==> config.mk <==
export PLATFORM = sky130hd
export DESIGN_NAME = uart_rx_controller
export DESIGN_NICKNAME = d
export VERILOG_FILES = /design/src/rtl/uart_rx_pkg.sv /design/src/rtl/uart_rx_edge_bit_counter.sv /design/src/rtl/uart_rx_controller.sv
export SDC_FILE = /design/constraint.sdc
export NUM_CORES = 1
export LEC_CHECK = 0
export ABC_AREA = 1
export CAP_MARGIN = 10
export CORE_MARGIN = 10
export CORE_UTILIZATION = 57
export DETAILED_ROUTE_END_ITERATION = 8
export PLACE_DENSITY = 0.86
export RECOVER_POWER = 100
export SYNTH_ARGS = -nofsm -noshare
export SYNTH_HDL_FRONTEND = slang
export SYNTH_SLANG_ARGS = --single-unit
==> constraint.sdc <==
create_clock -name clk -period 3.5 [get_ports clk]
set_input_delay 0.35 -clock clk [delete_from_list [all_inputs] [get_ports clk]]
set_output_delay 0.35 -clock clk [all_outputs]
set_load 0.1 [all_outputs]
==> src/rtl/uart_rx_pkg.sv <==
// Shared definitions for the UART receive path: frame states and the
// check-point offset used by the controller, sampler and deserializer.
package uart_rx_pkg;

    typedef enum logic [2:0] {
        IDLE   = 3'd0,
        START  = 3'd1,
        DATA   = 3'd2,
        PARITY = 3'd3,
        STOP   = 3'd4,
        DONE   = 3'd5
    } rx_state_e;

    // The sampler's majority vote lands this many cycles past mid-bit, so
    // the voted bit is trusted (and the deserializer shifts) at (Prescale/2)+CP_OFFSET.
    localparam int CP_OFFSET = 3;

    // Oversample index at which a bit's voted value is consumed.
    function automatic int check_point(input int prescale);
        return (prescale >> 1) + CP_OFFSET;
    endfunction

endpackage

==> src/rtl/uart_rx_edge_bit_counter.sv <==
// Per-bit oversample counter (edge_cnt) and frame bit index (bit_cnt),
// with decoded end-of-bit (wrap) and check-point (cp) strobes.
module uart_rx_edge_bit_counter
    import uart_rx_pkg::*;
#(
    parameter int Prescale_Width = 6,
    parameter int Bit_Cnt_Width  = 4
) (
    input  logic                      clk,
    input  logic                      rst,
    input  logic                      enable,
    input  logic                      clear,
    input  logic [Prescale_Width-1:0] prescale,
    output logic [Prescale_Width-1:0] edge_cnt,
    output logic [Bit_Cnt_Width-1:0]  bit_cnt,
    output logic                      wrap,
    output logic                      cp
);

    logic [Prescale_Width-1:0] last_edge;
    logic [Prescale_Width-1:0] cp_edge;

    assign last_edge = prescale - Prescale_Width'(1);
    assign cp_edge   = Prescale_Width'(check_point(int'(prescale)));
    assign wrap      = (edge_cnt == last_edge);
    assign cp        = (edge_cnt == cp_edge);

    // Count oversample edges; on the last edge of a bit wrap and advance the bit index.
    always_ff @(posedge clk or negedge rst) begin
        if (!rst) begin
            edge_cnt <= '0;
            bit_cnt  <= '0;
        end else if (clear) begin
            edge_cnt <= '0;
            bit_cnt  <= '0;
        end else if (enable) begin
            if (wrap) begin
                edge_cnt <= '0;
                bit_cnt  <= bit_cnt + Bit_Cnt_Width'(1);
            end else begin
                edge_cnt <= edge_cnt + Prescale_Width'(1);
            end
        end
    end

endmodule

==> src/rtl/uart_rx_controller.sv <==
// UART receive frame sequencer: tracks start/data/parity/stop bits, drives
// the sampler and deserializer enables, and flags frame errors.
module uart_rx_controller
    import uart_rx_pkg::*;
#(
    parameter int Data_Width     = 8,
    parameter int Prescale_Width = 6,
    parameter int Bit_Cnt_Width  = 4
) (
    input  logic                      clk,
    input  logic                      rst,
    input  logic                      RX_IN,
    input  logic [Prescale_Width-1:0] Prescale,
    input  logic                      PAR_EN,
    input  logic                      PAR_TYP,
    input  logic                      Sampled_Bit,
    output logic [Prescale_Width-1:0] Edge_Cnt,
    output logic [Bit_Cnt_Width-1:0]  Bit_Cnt,
    output logic                      Dat_Samp_En,
    output logic                      Deser_En,
    output logic                      Data_Valid,
    output logic                      Par_Err,
    output logic                      Stp_Err,
    output logic                      Strt_Glitch
);

    localparam logic [Bit_Cnt_Width-1:0] LAST_DATA_BIT = Bit_Cnt_Width'(Data_Width);

    rx_state_e state;
    logic      par_acc;
    logic      cnt_en;
    logic      cnt_clr;
    logic      wrap;
    logic      cp;

    // Counters run only while a bit is being timed; IDLE and DONE hold them at zero,
    // and a rejected start or a sampled stop bit zeroes them for the next state.
    assign cnt_en  = (state == START) || (state == DATA) ||
                     (state == PARITY) || (state == STOP);
    assign cnt_clr = (state == IDLE) || (state == DONE) ||
                     ((state == START) && cp && Sampled_Bit) ||
                     ((state == STOP) && cp);

    uart_rx_edge_bit_counter #(
        .Prescale_Width (Prescale_Width),
        .Bit_Cnt_Width  (Bit_Cnt_Width)
    ) u_cnt (
        .clk      (clk),
        .rst      (rst),
        .enable   (cnt_en),
        .clear    (cnt_clr),
        .prescale (Prescale),
        .edge_cnt (Edge_Cnt),
        .bit_cnt  (Bit_Cnt),
        .wrap     (wrap),
        .cp       (cp)
    );

    // Enables and the valid pulse are pure decodes of registered state, so
    // nothing on RX_IN reaches them combinationally.
    assign Dat_Samp_En = cnt_en;
    assign Deser_En    = (state == DATA);
    assign Data_Valid  = (state == DONE) && !Par_Err && !Stp_Err;

    // Frame FSM with parity accumulation and sticky error flags.
    always_ff @(posedge clk or negedge rst) begin
        if (!rst) begin
            state       <= IDLE;
            par_acc     <= 1'b0;
            Par_Err     <= 1'b0;
            Stp_Err     <= 1'b0;
            Strt_Glitch <= 1'b0;
        end else begin
            Strt_Glitch <= 1'b0;
            case (state)
                IDLE: begin
                    // Flags from the previous frame stay visible until a new start arrives.
                    if (!RX_IN) begin
                        state   <= START;
                        par_acc <= 1'b0;
                        Par_Err <= 1'b0;
                        Stp_Err <= 1'b0;
                    end
                end
                START: begin
                    // A start bit that reads high at the check point was noise.
                    if (cp && Sampled_Bit) begin
                        Strt_Glitch <= 1'b1;
                        state       <= IDLE;
                    end else if (wrap) begin
                        state <= DATA;
                    end
                end
                DATA: begin
                    if (cp) begin
                        par_acc <= par_acc ^ Sampled_Bit;
                    end
                    if (wrap && (Bit_Cnt == LAST_DATA_BIT)) begin
                        state <= PAR_EN ? PARITY : STOP;
                    end
                end
                PARITY: begin
                    if (cp) begin
                        Par_Err <= (Sampled_Bit != (par_acc ^ PAR_TYP));
                    end
                    if (wrap) begin
                        state <= STOP;
                    end
                end
                STOP: begin
                    // Leave mid stop bit so a back-to-back start edge is seen in IDLE.
                    if (cp) begin
                        Stp_Err <= ~Sampled_Bit;
                        state   <= DONE;
                    end
                end
                DONE: begin
                    state <= IDLE;
                end
                default: begin
                    state <= IDLE;
                end
            endcase
        end
    end

endmodule

==> metrics.txt, run 1 <==
total wire length=3650 µm; largest family of logic cells by synthesized area=simple AND/OR/NAND/NOR gates; Worst Tran Pin Value=~1.2 ns; Worst path most repeated cell=nor2_1; Req. time, crit path=3.15 ns; CP Cell Sequence=nor2_1 > inv_2 > nor2_1 > nor2_1 > inv_1 > clkbuf_1; Syn Nets=236; slowest CP cell=clkbuf_1; Synth cell types=31; DR pass1 iterations=4; Critical Path Start=state[1]; clk slew on worst S/H paths=0.11 ns; routed vias=1504; initial antenna violation count=0; Max VDD drop=0.725 mV; Synth Area in Adders=0.0403; crit start category=flop; # setup viols final=0; XOR/XNOR Fraction of Synth Area=0.0782; status=complete, no violations; DR iter-0 viols=127; Num CTS Buffers=3; Area Overhead vs Synth=17.8%; final antenna-violating net count=0; pins over their slew limit=0; Max clock buf depth=2; CTS resizes=0; post-synthesis cell area=roughly 0.0016 mm²; fmax=362 MHz; grt ovf=0; Initial Util=0.610; crit path max fanout=5; largest net degree at the start of global routing=18; Crit Path Category=reg -> out; boundary pin count=28; area fraction in compound gates after synthesis=0.0565; Clk Latency, worst-skew pair=approximately 0.30 ns; Setup TNS Final=0 ns; Antenna Cells=0; final net count=267; Port Buffer Count=27; FP Rows=18; All-Layer GR Usage=0.146; CTS tree=done; post-route DRC violation count=0; Syn Area/Cell=about 7.1 µm²; Wirelength per Cell=around 13 µm; cell family with most CP delay=buffers and inverters; # H-tree levels=1; crit path buf inv count=3; Clock Skews=0.0140 ns; sinks on the clock net=17; Slowest Stage Delay on Critical Path=0.87 ns; final hold vios=0; post-CTS setup buffer count=0; RSZ-0062 raised after global routing=false; Power per Cell Area=666 mW/mm²; cell leakage power=between 0.0009 and 0.001 µW; Synth Register Bits=17; crit path DAT=2.41 ns; Yosys warning total=0; gpl congestion=0.893; Max-cap violations=0; Synth Area in Simple Gates=0.458; first-pass GRT wire length=between 6000 and 7000 µm; Final min period=roughly 2.8 ns; Die Span Y=approximately 72 µm; root buffer cell=clkbuf_4; # hold bufs at CTS=0; register area share after synthesis=0.274; r2r setup slk=1.47 ns; Worst setup EP type=output port; vias in the first global route=1467; area of the core=0.00254 mm²; FF-to-FF Start=u_cnt.edge_cnt[1]; worst min-delay path class=in -> async; post-synthesis mux area share=0; cells after synthesis=219; worst rel slew slack=0.223; Tot Pwr=1220 µW; die width=72.2 µm; die area=0.00521 mm²; period utilisation layout=0.790; Vias/cell=5.39; share of layout cells above drive strength 1=0.129; hpwl dp=2950 µm
## placed cells by master, fill, tap and decap left out, drive strengths merged
cell type / instances
nor4: 1
o21ai: 7
ha: 5
clkdlybuf4s50: 9
dlygate4sd3: 15
nor3b: 1
nor2: 30
clkinv: 4
a31o: 1
nand3: 24
xor2: 11
inv: 30
o221ai: 1
nand2: 65
dfrtp: 17
nor3: 1
xnor2: 2
clkbuf: 6
a21oi: 1
nand4: 12
o211ai: 4
clkinvlp: 2
## routing by layer
metal / track usage / wire, µm / share of wire / vias to the layer above
met3: 0.0395 / 243 / 0.067 / 6
met4: 0.0495 / 42 / 0.012 / 0
met2: 0.237 / 1730 / 0.47 / 36
li1: - / - / - / 765
met1: 0.180 / 1630 / 0.45 / 697
met5: 0 / 0 / 0 / -
## final timing paths
check                                    endpoint  cells past startpoint
worst min register to register            par_acc                      2
max in group asynchronous       u_cnt.edge_cnt[3]                      1
min in group clk                          par_acc                      2
worst max-delay path                  Dat_Samp_En                      6
worst min-delay path             u_cnt.bit_cnt[3]                      1
worst max register to register  u_cnt.edge_cnt[2]                      9
## registers in the layout, indices dropped and copies added, names as in the netlist
signal	flops
u_cnt.bit_cnt	4
Stp_Err	1
state	3
Strt_Glitch	1
Par_Err	1
u_cnt.edge_cnt	6
par_acc	1
## cells in the mapped netlist (all sizes together)
master | count | area (µm²)
buf | 1 | 7.51
nor3b | 1 | 7.51
xor2 | 11 | 104
a31o | 1 | 8.76
nor3 | 1 | 5.00
o21ai | 7 | 35.0
dfrtp | 17 | 425
nor2 | 30 | 178
clkinv | 4 | 17.5
nand3 | 24 | 145
o211ai | 4 | 30.0
nand4 | 12 | 81.3
xnor2 | 2 | 17.5
inv | 31 | 119
nor4 | 1 | 6.26
a21oi | 1 | 5.00
nand2 | 65 | 288
ha | 5 | 62.6
o221ai | 1 | 8.76
## cell type report
class,instances,area [µm²]
repair buffers,27,251
fillers,224,717
clock buffers,3,22.5
flip-flops and latches,17,425
well taps,30,37.5
multi-input cells,166,950
inverters,35,136
clock inverters,1,5.00
## cell families (layout without fill, tap and decap cells)
kind of cell,Yosys count,in the layout
adders and majority gates,5,5
buffers and inverters,36,66
and+or+nand+nor,134,134
DFF,17,17
AOI/OAI and AO/OA,14,14
xor gates and xnor gates,13,13
## through the flow
stage	area, µm²	worst slack (ns)	hold slack [ns]	cells	util
2_1_floorplan	1560	0.528	0.0544	219	-
3_3_place_gp	1850	1.13	0.524	275	0.727
3_5_place_dp	1850	1.10	0.529	275	0.727
4_1_cts	1880	1.11	0.508	279	0.738
5_1_grt	1830	0.605	0.596	279	0.718
6_report	1830	0.735	0.558	279	0.718
## power breakdown
| part | switching, µW | internal, µW |
|---|---|---|
| clock network | 64.7 | 42.5 |
| registers | 56.1 | 237 |
| logic | 619 | 197 |
| total | 739 | 477 |
Note: power is estimated with default switching activity, not from simulation.
==> inputs of run 2 (changes only) <==
--- a/config.mk
+++ b/config.mk
@@ -8,9 +8,9 @@
 export ABC_AREA = 1
 export CAP_MARGIN = 10
 export CORE_MARGIN = 10
-export CORE_UTILIZATION = 57
+export CORE_UTILIZATION = 53
 export DETAILED_ROUTE_END_ITERATION = 8
-export PLACE_DENSITY = 0.86
+export PLACE_DENSITY = 0.8
 export RECOVER_POWER = 100
 export SYNTH_ARGS = -nofsm -noshare
 export SYNTH_HDL_FRONTEND = slang
==> constraint.sdc (replaced) <==
create_clock -name clk -period 2.75 [get_ports clk]
set_input_delay 0.275 -clock clk [delete_from_list [all_inputs] [get_ports clk]]
set_output_delay 0.275 -clock clk [all_outputs]
set_load 0.1 [all_outputs]
==> run 2 against run 1 <==
- sequential power up 28%
- first-iteration DRC count down 20%
- clock skew up 0.0017 ns
- flip-flop and latch count unchanged
- largest cell class unchanged
- combinational power up 26%
- via count down 1.6%
- sequential share of layout area up 0.89 points
- power up 27%
- critical endpoint unchanged
- critical path depth unchanged
- setup slack worse by 0.32 ns
- non-clock buffer count unchanged
==> metrics.txt, run 2 (synthesis gave the netlist of run 1 again) <==
status=complete, no violations (unchanged); crit path max fanout=5 (unchanged); Worst Tran Pin Value=1.17 ns (about the same); DR iter-0 viols=101 (was 127); Critical Path Start=state[1] (unchanged); cell family with most CP delay=buffers and inverters (unchanged); sinks on the clock net=17 (unchanged); Vias/cell=5.29 (was 5.39); share of layout cells above drive strength 1=0.149 (was 0.129); Port Buffer Count=27 (unchanged); Antenna Cells=0 (unchanged); clk slew on worst S/H paths=0.11 ns (about the same); post-route DRC violation count=0 (unchanged); first-pass GRT wire length=6610 µm (was 6360 µm); Setup WS pre-CTS=0.366 ns (was 1.10 ns); CP Cell Sequence=nor2_1 > inv_2 > nor2_1 > nor2_1 > inv_1 > clkbuf_2 (was nor2_1 > inv_2 > nor2_1 > nor2_1 > inv_1 > clkbuf_1); Clock Skews=0.0157 ns (was 0.0140 ns); Die Span Y=74.1 µm (was 72.2 µm); Regs by FF count=u_cnt.edge_cnt (6), u_cnt.bit_cnt (4), state (3) (unchanged); RSZ-0062 raised after global routing=false (unchanged); Max VDD drop=0.783 mV (was 0.725 mV); area of the core=0.00278 mm² (was 0.00254 mm²); crit path buf inv count=3 (unchanged); DR pass1 iterations=6 (was 4); FP Rows=19 (was 18); cell leakage power=0.000908 µW (was 0.000965 µW); initial antenna violation count=0 (unchanged); vias in the first global route=1466 (was 1467); # hold bufs at CTS=0 (unchanged); largest net degree at the start of global routing=18 (unchanged); Reg with most FFs=u_cnt.edge_cnt (unchanged); Setup crit end=Dat_Samp_En (unchanged); Reg2Reg Depth=11 (was 9); root buffer cell=clkbuf_4 (unchanged); final antenna-violating net count=0 (unchanged); die width=74.1 µm (was 72.2 µm); r2r setup slk=0.90 ns (was 1.47 ns); Wirelength per Cell=13.1 µm (about the same); Crit Path Category=reg -> out (unchanged); crit path DAT=2.06 ns (was 2.41 ns); period utilisation layout=0.849; boundary pin count=28 (unchanged); Setup TNS Final=0 ns (unchanged); fin area=0.00176 mm² (was 0.00183 mm²); routed vias=1480 (was 1504); Worst path most repeated cell=nor2_1 (unchanged); DP Cell Count=276 (was 275); Clk Latency, worst-skew pair=0.30 ns (about the same); hpwl dp=2980 µm (was 2950 µm); gpl congestion=0.895 (was 0.893); Initial Util=0.558 (was 0.610); # setup viols final=0 (unchanged); worst rel slew slack=0.220 (was 0.223); Final min period=2.34 ns; # H-tree levels=1 (unchanged); FF-to-FF Start=u_cnt.edge_cnt[4] (was u_cnt.edge_cnt[1]); grt ovf=0 (unchanged); Power per Cell Area=878 mW/mm² (was 666 mW/mm²); final hold vios=0 (unchanged); Max-cap violations=0 (unchanged); fmax=428 MHz; most common cell after layout, fill and taps aside=nand2_1 (unchanged); Worst setup EP type=output port (unchanged); CTS resizes=0 (unchanged); Num CTS Buffers=3 (unchanged); post-CTS setup buffer count=0 (unchanged); All-Layer GR Usage=0.148 (was 0.146); crit start category=flop (unchanged); Req. time, crit path=2.48 ns (was 3.15 ns); Max clock buf depth=2 (unchanged); worst min-delay path class=in -> async (unchanged); Layout Cells excl Fill=280 (was 279); total wire length=3660 µm (was 3650 µm); pins over their slew limit=0 (unchanged); CTS tree=done (unchanged); slowest CP cell=clkbuf_2 (was clkbuf_1); reg-to-reg critical path endpoint=u_cnt.edge_cnt[4] (was u_cnt.edge_cnt[2]); final net count=267 (unchanged); Setup WS post-layout=0.414 ns (was 0.735 ns); Slowest Stage Delay on Critical Path=0.46 ns (was 0.87 ns); Largest register FFs=6 (unchanged); Worst path depth=6 (unchanged); DP Area=0.00183 mm² (was 0.00185 mm²); die area=0.00549 mm² (was 0.00521 mm²); most frequent cells in the layout=56 x nand2_1, 25 x nor2_1, 22 x inv_1 (was 58 x nand2_1, 26 x nor2_1, 23 x inv_1); Area Overhead vs Synth=13.5% (was 17.8%)
run 2: cell count changes in the layout (fill, tap and decap cells not counted), sizes merged:
cell         previous run  this run
dlygate4sd3            15         2
clkbuf                  6        20
clkinvlp                2         0
inv                    30        31
run 2: layout make-up:
| cell class | count | area, µm² |
|---|---|---|
| Tap cell | 31 | 38.8 |
| Multi-Input combinational cell | 166 | 961 |
| Inverter | 35 | 136 |
| Clock buffer | 4 | 26.3 |
| Sequential cell | 17 | 425 |
| Fill cell | 262 | 1020 |
| Timing Repair Buffer | 27 | 173 |
run 2: worst min path at each step:
stage	from	to	slack (ns)	depth (start not counted)
after detailed placement	state[1]	state[1]	0.53	2
after global placement	state[1]	state[1]	0.53	2
after CTS	rst	u_cnt.bit_cnt[3]	0.45	1
after floorplan	rst	Par_Err	-0.02	0
after global routing	rst	u_cnt.bit_cnt[3]	0.54	1
final	rst	u_cnt.bit_cnt[3]	0.48	1
run 2: layer usage:
metal  track usage  vias to the layer above  share of wire  wire length, µm
li1              -                      764              -                -
met3        0.0426                        4          0.073              268
met1         0.192                      675           0.47             1720
met4        0.0476                        0          0.010               37
met5             0                        -              0                0
met2         0.229                       37           0.45             1640
run 2: metrics by stage:
stage,utilization,power (µW),hold WS [ns]
floorplan,-,1260,-0.0206
global placement,0.657,1480,0.525
detailed placement,0.657,1490,0.528
CTS,0.667,1630,0.447
global route,0.633,1670,0.538
finish,0.633,1550,0.477
run 2: where the power goes:
group | internal [µW] | switching (µW) | total (µW)
registers | 302 | 74.7 | 377
clock network | 56.5 | 83.2 | 140
logic | 235 | 794 | 1030
total | 593 | 952 | 1550
==> inputs of run 3 (changes only) <==
--- a/config.mk
+++ b/config.mk
@@ -8,9 +8,9 @@
 export ABC_AREA = 1
 export CAP_MARGIN = 10
 export CORE_MARGIN = 10
-export CORE_UTILIZATION = 53
+export CORE_UTILIZATION = 47
 export DETAILED_ROUTE_END_ITERATION = 8
-export PLACE_DENSITY = 0.8
+export PLACE_DENSITY = 0.76
 export RECOVER_POWER = 100
 export SYNTH_ARGS = -nofsm -noshare
 export SYNTH_HDL_FRONTEND = slang
==> constraint.sdc (replaced) <==
create_clock -name clk -period 1.9 [get_ports clk]
set_input_delay 0.19 -clock clk [delete_from_list [all_inputs] [get_ports clk]]
set_output_delay 0.19 -clock clk [all_outputs]
set_load 0.1 [all_outputs]
==> run 3 against run 2 <==
- first-iteration DRC count down 20%
- register-to-register slack worse by 0.70 ns
- sequential share of layout area down 1.7 points
- utilization down 0.63 points
- clock skew down 0.010 ns
- clock power up 46%
- non-clock buffer count up 9
- sequential power up 49%
- critical path type is now in -> reg
==> metrics.txt, run 3 (synthesis gave the netlist of run 1 again) <==
Final Util=0.627 (was 0.633); # H-tree levels=1 (unchanged); FP Rows=20 (was 19); FILL cells=301 (was 262); area of the multi-input gates=991 µm² (was 961 µm²); Max VDD drop=0.729 mV (was 0.783 mV); Worst setup EP type=flop (was output port); final net count=276 (was 267); slowest CP cell=clkdlybuf4s50_1 (was clkbuf_2); Max clock buf depth=2 (unchanged); Setup WS pre-CTS=-0.266 ns (was 0.366 ns); Switching Share=0.595 (was 0.616); fmax=~540 MHz; status=complete, no violations (unchanged); All-Layer GR Usage=0.122 (was 0.148); Port Buffer Count=27 (unchanged); # setup viols final=0 (unchanged); Initial Util=0.500 (was 0.558); Crit Path Category=in -> reg (was reg -> out); most frequent cells in the layout=53 x nand2_1, 21 x inv_1, 20 x nor2_1 (was 56 x nand2_1, 25 x nor2_1, 22 x inv_1); storage element area=437 µm² (was 425 µm²); period utilisation layout=0.977; sinks on the clock net=17 (unchanged); Largest register FFs=6 (unchanged); internal power=974 µW (was 593 µW); final antenna-violating net count=0 (unchanged); Worst path most repeated cell=nand2_1 (was nor2_1); Wirelength per Cell=12.2 µm (was 13.1 µm); CTS tree=done (unchanged); Final min period=1.86 ns; Area Overhead vs Synth=25.3% (was 13.5%); Die Span Y=77.5 µm (was 74.1 µm); sequential power share=0.234 (was 0.244); initial antenna violation count=0 (unchanged); Req. time, crit path=2.09 ns (was 2.48 ns); DR pass1 iterations=4 (was 6); Worst Tran Pin Value=0.941 ns (was 1.17 ns); first-pass GRT wire length=6310 µm (was 6610 µm); # hold bufs at CTS=0 (unchanged); Vias/cell=5.04 (was 5.29); gpl congestion=0.909 (was 0.895); Tot Pwr=2400 µW (was 1550 µW); worst min-delay path class=in -> async (unchanged); hpwl dp=3000 µm (was 2980 µm); die area=0.00600 mm² (was 0.00549 mm²); Setup WS post-layout=0.0442 ns (was 0.414 ns); boundary pin count=28 (unchanged); Power per Cell Area=1240 mW/mm² (was 878 mW/mm²); hold slack=0.546 ns (was 0.477 ns); crit path max fanout=9 (was 5); Clock Power Share=0.085 (was 0.090); Max-cap violations=0 (unchanged); root buffer cell=clkbuf_4 (unchanged); die width=77.5 µm (was 74.1 µm); most common cell after layout, fill and taps aside=nand2_1 (unchanged); Regs by FF count=u_cnt.edge_cnt (6), u_cnt.bit_cnt (4), state (3) (unchanged); share of layout cells above drive strength 1=0.310 (was 0.149); Reg with most FFs=u_cnt.edge_cnt (unchanged); post-route DRC violation count=0 (unchanged); Gate power share=0.681 (was 0.666); grt ovf=0 (unchanged); routed vias=1523 (was 1480); Clk Latency, worst-skew pair=0.29 ns (was 0.30 ns); pins over their slew limit=0 (unchanged); NetSw=1430 µW (was 952 µW); largest net degree at the start of global routing=18 (unchanged); area of the core=0.00310 mm² (was 0.00278 mm²); total wire length=3670 µm (was 3660 µm); clk slew on worst S/H paths=0.11 ns (about the same); Antenna Cells=0 (unchanged); DR iter-0 viols=81 (was 101); Num CTS Buffers=3 (unchanged); post-CTS setup buffer count=0 (unchanged); crit path DAT=2.04 ns (was 2.06 ns); Slowest Stage Delay on Critical Path=0.47 ns (was 0.46 ns); vias in the first global route=1439 (was 1466); CP Cell Sequence=clkdlybuf4s50_1 > inv_1 > ha_1 > xor2_1 > nand2_1 > nor2_1 > nand2_2 > nor2_8 > nand2_4 > nand3_1 > nand2_1 > a31o_1 (was nor2_1 > inv_2 > nor2_1 > nor2_1 > inv_1 > clkbuf_2); crit start category=input pin (was flop); final hold vios=0 (unchanged); Clock Skews=0.00534 ns (was 0.0157 ns); cell leakage power=0.00102 µW (was 0.000908 µW); worst rel slew slack=0.373 (was 0.220)
run 3: final cells by class:
| cell class | count | area share |
|---|---|---|
| inverters | 35 | 0.0701 |
| flip-flops and latches | 17 | 0.225 |
| clock buffers | 3 | 0.0116 |
| multi-input cells | 166 | 0.510 |
| repair buffers | 36 | 0.152 |
| well taps | 44 | 0.0283 |
| clock inverters | 1 | 0.00386 |
run 3: repair_timing:
action | 4_1_cts | 5_1_grt
pin swaps | 0 | 1
endpoints found under the setup margin | 1 | 16
resized for setup | 2 | 9
run 3: layer usage:
metal	part of all wire	vias to the layer above	GRT usage
met2	0.48	31	0.199
met3	0.046	4	0.0369
li1	-	784	-
met5	0	-	0
met4	0.0079	0	0.0347
met1	0.47	704	0.152
run 3: worst max-delay path, delay by kind of cell:
family / cells / cell delay [ns]
AO/OA/AOI/OAI: 1 / 0.19
XOR/XNOR: 1 / 0.15
AND/OR/NAND/NOR: 7 / 0.68
buffers and inverters: 2 / 0.53
adder cells (fa/ha/maj): 1 / 0.31
run 3: stage by stage:
stage,instance area [µm²],setup TNS (ns),cells
floorplan,1590,-0.169,219
global placement,1970,-3.41,298
detailed placement,1970,-3.59,298
CTS,2000,0,302
global route,1940,-0.0125,302
finish,1940,0,302
run 3: power groups by stage:
stage                     Combinational [µW]  Clock, µW  Sequential (µW)
after CTS                               1720        214              562
after detailed placement                1710          0              566
after global placement                  1690          0              566
after floorplan                          999          0              854
after global routing                    1770        233              576
final                                   1640        204              562
run 3: path summary, 6_finish.rpt:
check / from / endpoint / slack, ns / cells after the start
max reg2reg: u_cnt.edge_cnt[4] / state[0] / 0.20 / 11
min in group clk: Stp_Err / Stp_Err / 0.55 / 2
max: Prescale[0] / state[0] / 0.04 / 12
max in group asynchronous: rst / u_cnt.edge_cnt[5] / 0.72 / 2
min reg2reg: Stp_Err / Stp_Err / 0.55 / 2
min: rst / state[2] / 0.55 / 2
